$ cat src/rtl/tank_bullet.sv
// Tank bullet engine: fires one bullet on a fire-key press, moves it every
// frame along the tank's heading, reflects it off the playfield walls and
// retires it on a hit or when its lifetime runs out, followed by a cooldown.
module tank_bullet #(
  parameter logic [5:0] SPEED    = 6'd4,
  parameter logic [7:0] LIFETIME = 8'd255,
  parameter logic [3:0] COOLDOWN = 4'd15,
  parameter logic [7:0] FIRE_KEY = 8'h10,
  parameter int         X_MIN    = 0,
  parameter int         X_MAX    = 639,
  parameter int         Y_MIN    = 0,
  parameter int         Y_MAX    = 479
) (
  input  logic        frame_clk,
  input  logic        Reset,
  input  logic [31:0] keycode,
  input  logic [9:0]  TankX,
  input  logic [9:0]  TankY,
  input  logic [7:0]  sin,
  input  logic [7:0]  cos,
  input  logic        Hit,
  output logic [9:0]  BulletX,
  output logic [9:0]  BulletY,
  output logic [9:0]  BulletS,
  output logic        Active,
  output logic [2:0]  Bounces
);

  typedef enum logic [1:0] {IDLE, FLY, COOL} state_t;

  // Playfield bounds in the same signed width as the next-position sums.
  localparam logic signed [10:0] X_LO = 11'(X_MIN);
  localparam logic signed [10:0] X_HI = 11'(X_MAX);
  localparam logic signed [10:0] Y_LO = 11'(Y_MIN);
  localparam logic signed [10:0] Y_HI = 11'(Y_MAX);

  state_t             state;
  logic        [7:0]  vel_x;
  logic        [7:0]  vel_y;
  logic        [7:0]  life;
  logic        [3:0]  cool_cnt;
  logic               key_held;
  logic               key_now;
  logic               fire_edge;
  logic signed [10:0] next_x;
  logic signed [10:0] next_y;
  logic               x_out;
  logic               y_out;

  // Scale a sign-magnitude sin/cos sample to a two's complement velocity.
  function automatic logic [7:0] scale_vel(input logic [7:0] sm);
    logic [12:0] prod;
    logic [7:0]  mag;
    prod = 13'(sm[6:0]) * 13'(SPEED);
    mag  = {2'b00, prod[12:7]};
    return sm[7] ? (8'd0 - mag) : mag;
  endfunction

  assign BulletS = 10'd4;

  assign key_now = (keycode[7:0]   == FIRE_KEY) || (keycode[15:8]  == FIRE_KEY) ||
                   (keycode[23:16] == FIRE_KEY) || (keycode[31:24] == FIRE_KEY);
  assign fire_edge = key_now && !key_held;

  // Candidate positions one step ahead; sign extension lets a step past zero
  // show up as a negative value rather than wrapping to a large coordinate.
  assign next_x = $signed({1'b0, BulletX}) + $signed({{3{vel_x[7]}}, vel_x});
  assign next_y = $signed({1'b0, BulletY}) + $signed({{3{vel_y[7]}}, vel_y});
  assign x_out  = (next_x < X_LO) || (next_x > X_HI);
  assign y_out  = (next_y < Y_LO) || (next_y > Y_HI);

  // Shot lifecycle: idle -> flying -> cooling down -> idle, with all outputs
  // registered. The key history is forced to "held" during reset so a key
  // already down when reset lifts must be released before it can fire.
  always_ff @(posedge frame_clk) begin
    if (!Reset) begin
      state    <= IDLE;
      BulletX  <= 10'd0;
      BulletY  <= 10'd0;
      vel_x    <= 8'd0;
      vel_y    <= 8'd0;
      life     <= 8'd0;
      cool_cnt <= 4'd0;
      Bounces  <= 3'd0;
      Active   <= 1'b0;
      key_held <= 1'b1;
    end else begin
      key_held <= key_now;
      case (state)
        IDLE: begin
          if (fire_edge) begin
            BulletX <= TankX;
            BulletY <= TankY;
            vel_x   <= scale_vel(cos);
            vel_y   <= scale_vel(sin);
            life    <= LIFETIME;
            Bounces <= 3'd0;
            Active  <= 1'b1;
            state   <= FLY;
          end
        end
        FLY: begin
          if (Hit || life == 8'd0) begin
            cool_cnt <= COOLDOWN;
            Active   <= 1'b0;
            state    <= COOL;
          end else begin
            if (x_out) vel_x <= 8'd0 - vel_x;
            else       BulletX <= next_x[9:0];
            if (y_out) vel_y <= 8'd0 - vel_y;
            else       BulletY <= next_y[9:0];
            if ((x_out || y_out) && Bounces != 3'd7) Bounces <= Bounces + 3'd1;
            life <= life - 8'd1;
          end
        end
        COOL: begin
          if (cool_cnt == 4'd0) state <= IDLE;
          else                  cool_cnt <= cool_cnt - 4'd1;
        end
        default: state <= IDLE;
      endcase
    end
  end

endmodule
$ cat config.mk
export PLATFORM = sky130hd
export DESIGN_NAME = tank_bullet
export DESIGN_NICKNAME = d
export VERILOG_FILES = /design/src/rtl/tank_bullet.sv
export SDC_FILE = /design/constraint.sdc
export NUM_CORES = 1
export LEC_CHECK = 0
export ABC_AREA = 1
export CORE_AREA = 2 2 95 97
export CTS_BUF_LIST = sky130_fd_sc_hd__clkbuf_16
export CTS_CLUSTER_DIAMETER = 200
export DETAILED_ROUTE_END_ITERATION = 8
export DIE_AREA = 0 0 97 99
export PLACE_DENSITY = 0.81
export SLEW_MARGIN = 25
export SYNTH_ARGS = -nofsm -noshare
export SYNTH_HDL_FRONTEND = slang
export SYNTH_SLANG_ARGS = --single-unit
$ cat constraint.sdc
create_clock -name frame_clk -period 2.59 [get_ports frame_clk]
set_input_delay 0.3885 -clock frame_clk [delete_from_list [all_inputs] [get_ports frame_clk]]
set_output_delay 0.3885 -clock frame_clk [all_outputs]
set_load 0.02 [all_outputs]
==> flow_summary.toml <==
[status]
status = "finished clean"

[placed_design]
dp.cells = 869
numPortBuffers = 84
gp_congestion = 0.950
dp_hpwl_um = 8670

[cts]
cts_made_buffers = 5
cts_resized = 0
cts_tree = "built"
cts_setup_buffers = 0
clockRootBuffer = "clkbuf_16"
clock_path_buffers = 2
h-tree-depth = 2
hold_buffers = 0
cts_sinks = 55
path_clk_slew_ps = 70
clkLatencyLatePin_ps = 290

[power_and_ir_drop]
power_density_nw_per_um2 = 348
swShare = 0.229
clkPwrFrac = 0.397
p_sw_mw = 0.427
p_leak_nw = 2.51
pwr-share-seq = 0.463
combPwrFrac = 0.139
p_total_mw = 1.87
peakVddDrop_v = 0.000255
p_int_mw = 1.44

[worst_setup_path]
r2r-start = "BulletX[0]$_SDFFE_PN0P_"
critical_path.top_delay_family = "simple AND/OR/NAND/NOR gates"
slowest_stage = "fa_1"
crit_buf_inv = 3
endpoint = "vel_x[7]$_SDFFE_PN0P_"
crit_path_frequent_cell = "nand2_1"
critPathRequiredTime_ps = 2810
cp.arrival_ps = 2600
max_stage_delay_ps = 410
cp-startpoint = "BulletX[0]$_SDFFE_PN0P_"
rrSetupSlack_ps = 200
reg2regPathDepth = 17
crit_fanout = 13
crit_chain = "ha_4 -> inv_1 -> fa_1 -> inv_2 -> nand2_1 -> nand2_1 -> nand3_1 -> nand2_1 -> nand2_1 -> nand2_1 -> nand2_1 -> nand2_1 -> nand3_2 -> nand2_2 -> buf_8 -> o21ai_0 -> a21oi_1"
endpoint_kind = "register"
path_depth = 17
crit_type = "reg2reg"
cp-start-kind = "register"
reg2reg_to = "vel_x[7]$_SDFFE_PN0P_"

[logic_synthesis]
synth-edff-count = 0
synth-warning-count = 0
synthCells = 687
seq_area_frac_synth = 0.258
yosys.area.top_type_share = 0.258
yosysTopAreaCell = "dfxtp_1"
netlist_area_um2 = 4270
synthFlopType = "dfxtp_1"
ys_ff_latch = 55
synthTopCellsByArea = "dfxtp_1, nand2_1, nor2_1, ha_1, inv_1"
yosys-top-cells-count = "nand2_1, nor2_1, inv_1, dfxtp_1, nand3_1"
syn_area_per_cell_um2 = 6.22
async_flop_share = 0
ys_types = 42
synth.most_common_cell = "nand2_1"

[global_route]
grt_busiest_layer = "met2"
grt_pass1_vias = 4469
globalRouteMet2Util = 0.456
grt_usage = 0.236
antenna_found_initial = 0
grtUsageMet3 = 0.0319
grt_max_degree = 35
met1_usage = 0.276
grt_overflow = 0
grt_pass1_wl_um = 19400

[job]
drv_cap = 0

[timing]
timing.slew.headroom = 0.657
tightest_slew_ps = 515
fmax_mhz = 419
fin_hold_ws_ps = 460
final-setup-viol-count = 0
finalHoldViolations = 0
period_needed_ps = 2390
fin_crit_sh = 0.922
fin_worst_skew_ps = 7.26
slew_viol_final = 0
tns_ps = 0

[cells_and_area]
fin_cells = 876
final-seq-area_um2 = 1110
area_growth_pct = 25.9
antennaDiodeCount = 0
drive_gt1_frac = 0.0768
multi_input_area_um2 = 2740
fill_cells = 763
fin_nets = 870

[detailed_routing]
initialDrtViolationCount = 179
wl_per_cell_um = 12.7
first_pass_iters = 5
via_count = 4591
drc_errors = 0
wl_um = 11100
final_antenna_net_count = 0
via_per_inst = 5.24

[die]
start_util = 0.500
rows = 34
die_width_um = 97
pin_count = 105
die_h_um = 99
dieArea_um2 = 9600
core_area_um2 = 8550

[hold_path]
hold_path_startpoint = "cool_cnt[0]$_SDFFE_PN0P_"
worst_hold_path_type = "reg2reg"
placed cells by master, fill, tap and decap left out, types with 2 or more instances in the layout:
| cell type | count |
|---|---|
| o21a_1 | 4 |
| ha_1 | 27 |
| nand2_1 | 171 |
| nand3_2 | 2 |
| o21ai_1 | 18 |
| nand2_4 | 3 |
| a21oi_2 | 5 |
| nand3_1 | 49 |
| a21oi_1 | 37 |
| dfxtp_1 | 51 |
| or2_0 | 2 |
| xor2_1 | 4 |
| xnor2_1 | 3 |
| clkbuf_16 | 5 |
| nand4_1 | 7 |
| a31oi_1 | 3 |
| clkdlybuf4s50_1 | 84 |
| nor2_1 | 107 |
| or2_2 | 3 |
| buf_4 | 7 |
| nor2_2 | 2 |
| conb_1 | 10 |
| inv_1 | 76 |
| o31ai_1 | 4 |
| nand3b_1 | 5 |
| and2_1 | 2 |
| nor3_1 | 2 |
| dfxtp_2 | 4 |
| inv_2 | 7 |
| nand2_2 | 12 |
| o21ai_0 | 38 |
worst min path at each step:
stage	end	slack, ps	depth (start not counted)
final	cool_cnt[0]$_SDFFE_PN0P_	460	1
after global routing	cool_cnt[0]$_SDFFE_PN0P_	490	1
after CTS	cool_cnt[0]$_SDFFE_PN0P_	460	1
after detailed placement	cool_cnt[0]$_SDFFE_PN0P_	440	1
after global placement	cool_cnt[0]$_SDFFE_PN0P_	440	1
after floorplan	cool_cnt[0]$_SDFFE_PN0P_	420	1
sequential cells by signal, indices dropped and copies added (netlist names):
signal    count
BulletX      10
BulletY      10
life          8
vel_x         8
vel_y         8
cool_cnt      4
Bounces       3
state         2
Active        1
key_held      1
cell families after synthesis:
kind of cell,synth area share
AOI/OAI and AO/OA,0.143
xor gates and xnor gates,0.0143
adders and majority gates,0.0943
buffers and inverters,0.112
DFF,0.258
other,0.00176
and+or+nand+nor,0.377
worst register-to-register path: stages, from the launching register on:
cell	delay (ps)
dfxtp_2	370
ha_4	160
inv_1	50
fa_1	410
inv_2	100
nand2_1	50
nand2_1	90
nand3_1	120
nand2_1	110
nand2_1	60
nand2_1	80
nand2_1	60
nand2_1	100
nand3_2	90
nand2_2	120
buf_8	150
o21ai_0	80
a21oi_1	130
stage by stage:
step           cell area, um^2  setup WS, ps  utilization
3_5_place_dp              5190          65.1        0.607
4_1_cts                   5350          37.3        0.626
2_1_floorplan             4300           328            -
3_3_place_gp              5190           166        0.607
5_1_grt                   5380         -35.8        0.629
6_report                  5380           203        0.629
power groups by stage:
stage / clock network, mW / registers (mW) / logic (mW)
2_1_floorplan: 0 / 0.890 / 0.133
3_3_place_gp: 0 / 0.885 / 0.252
3_5_place_dp: 0 / 0.885 / 0.259
4_1_cts: 0.753 / 0.865 / 0.260
5_1_grt: 0.790 / 0.867 / 0.289
6_report: 0.743 / 0.866 / 0.261
layout make-up:
class | count | share of cell area
clock buffer | 5 | 0.0233
clock inverter | 2 | 0.00628
inverter | 82 | 0.0572
multi-input combinational | 531 | 0.510
sequential | 55 | 0.206
tap | 108 | 0.0251
timing repair buffer | 93 | 0.173
routing by layer:
layer	vias up	part of all wire
met5	-	0
met4	0	0.014
met3	16	0.048
met2	121	0.53
met1	2106	0.41
li1	2348	-
Power figures use the tool's default switching activity.
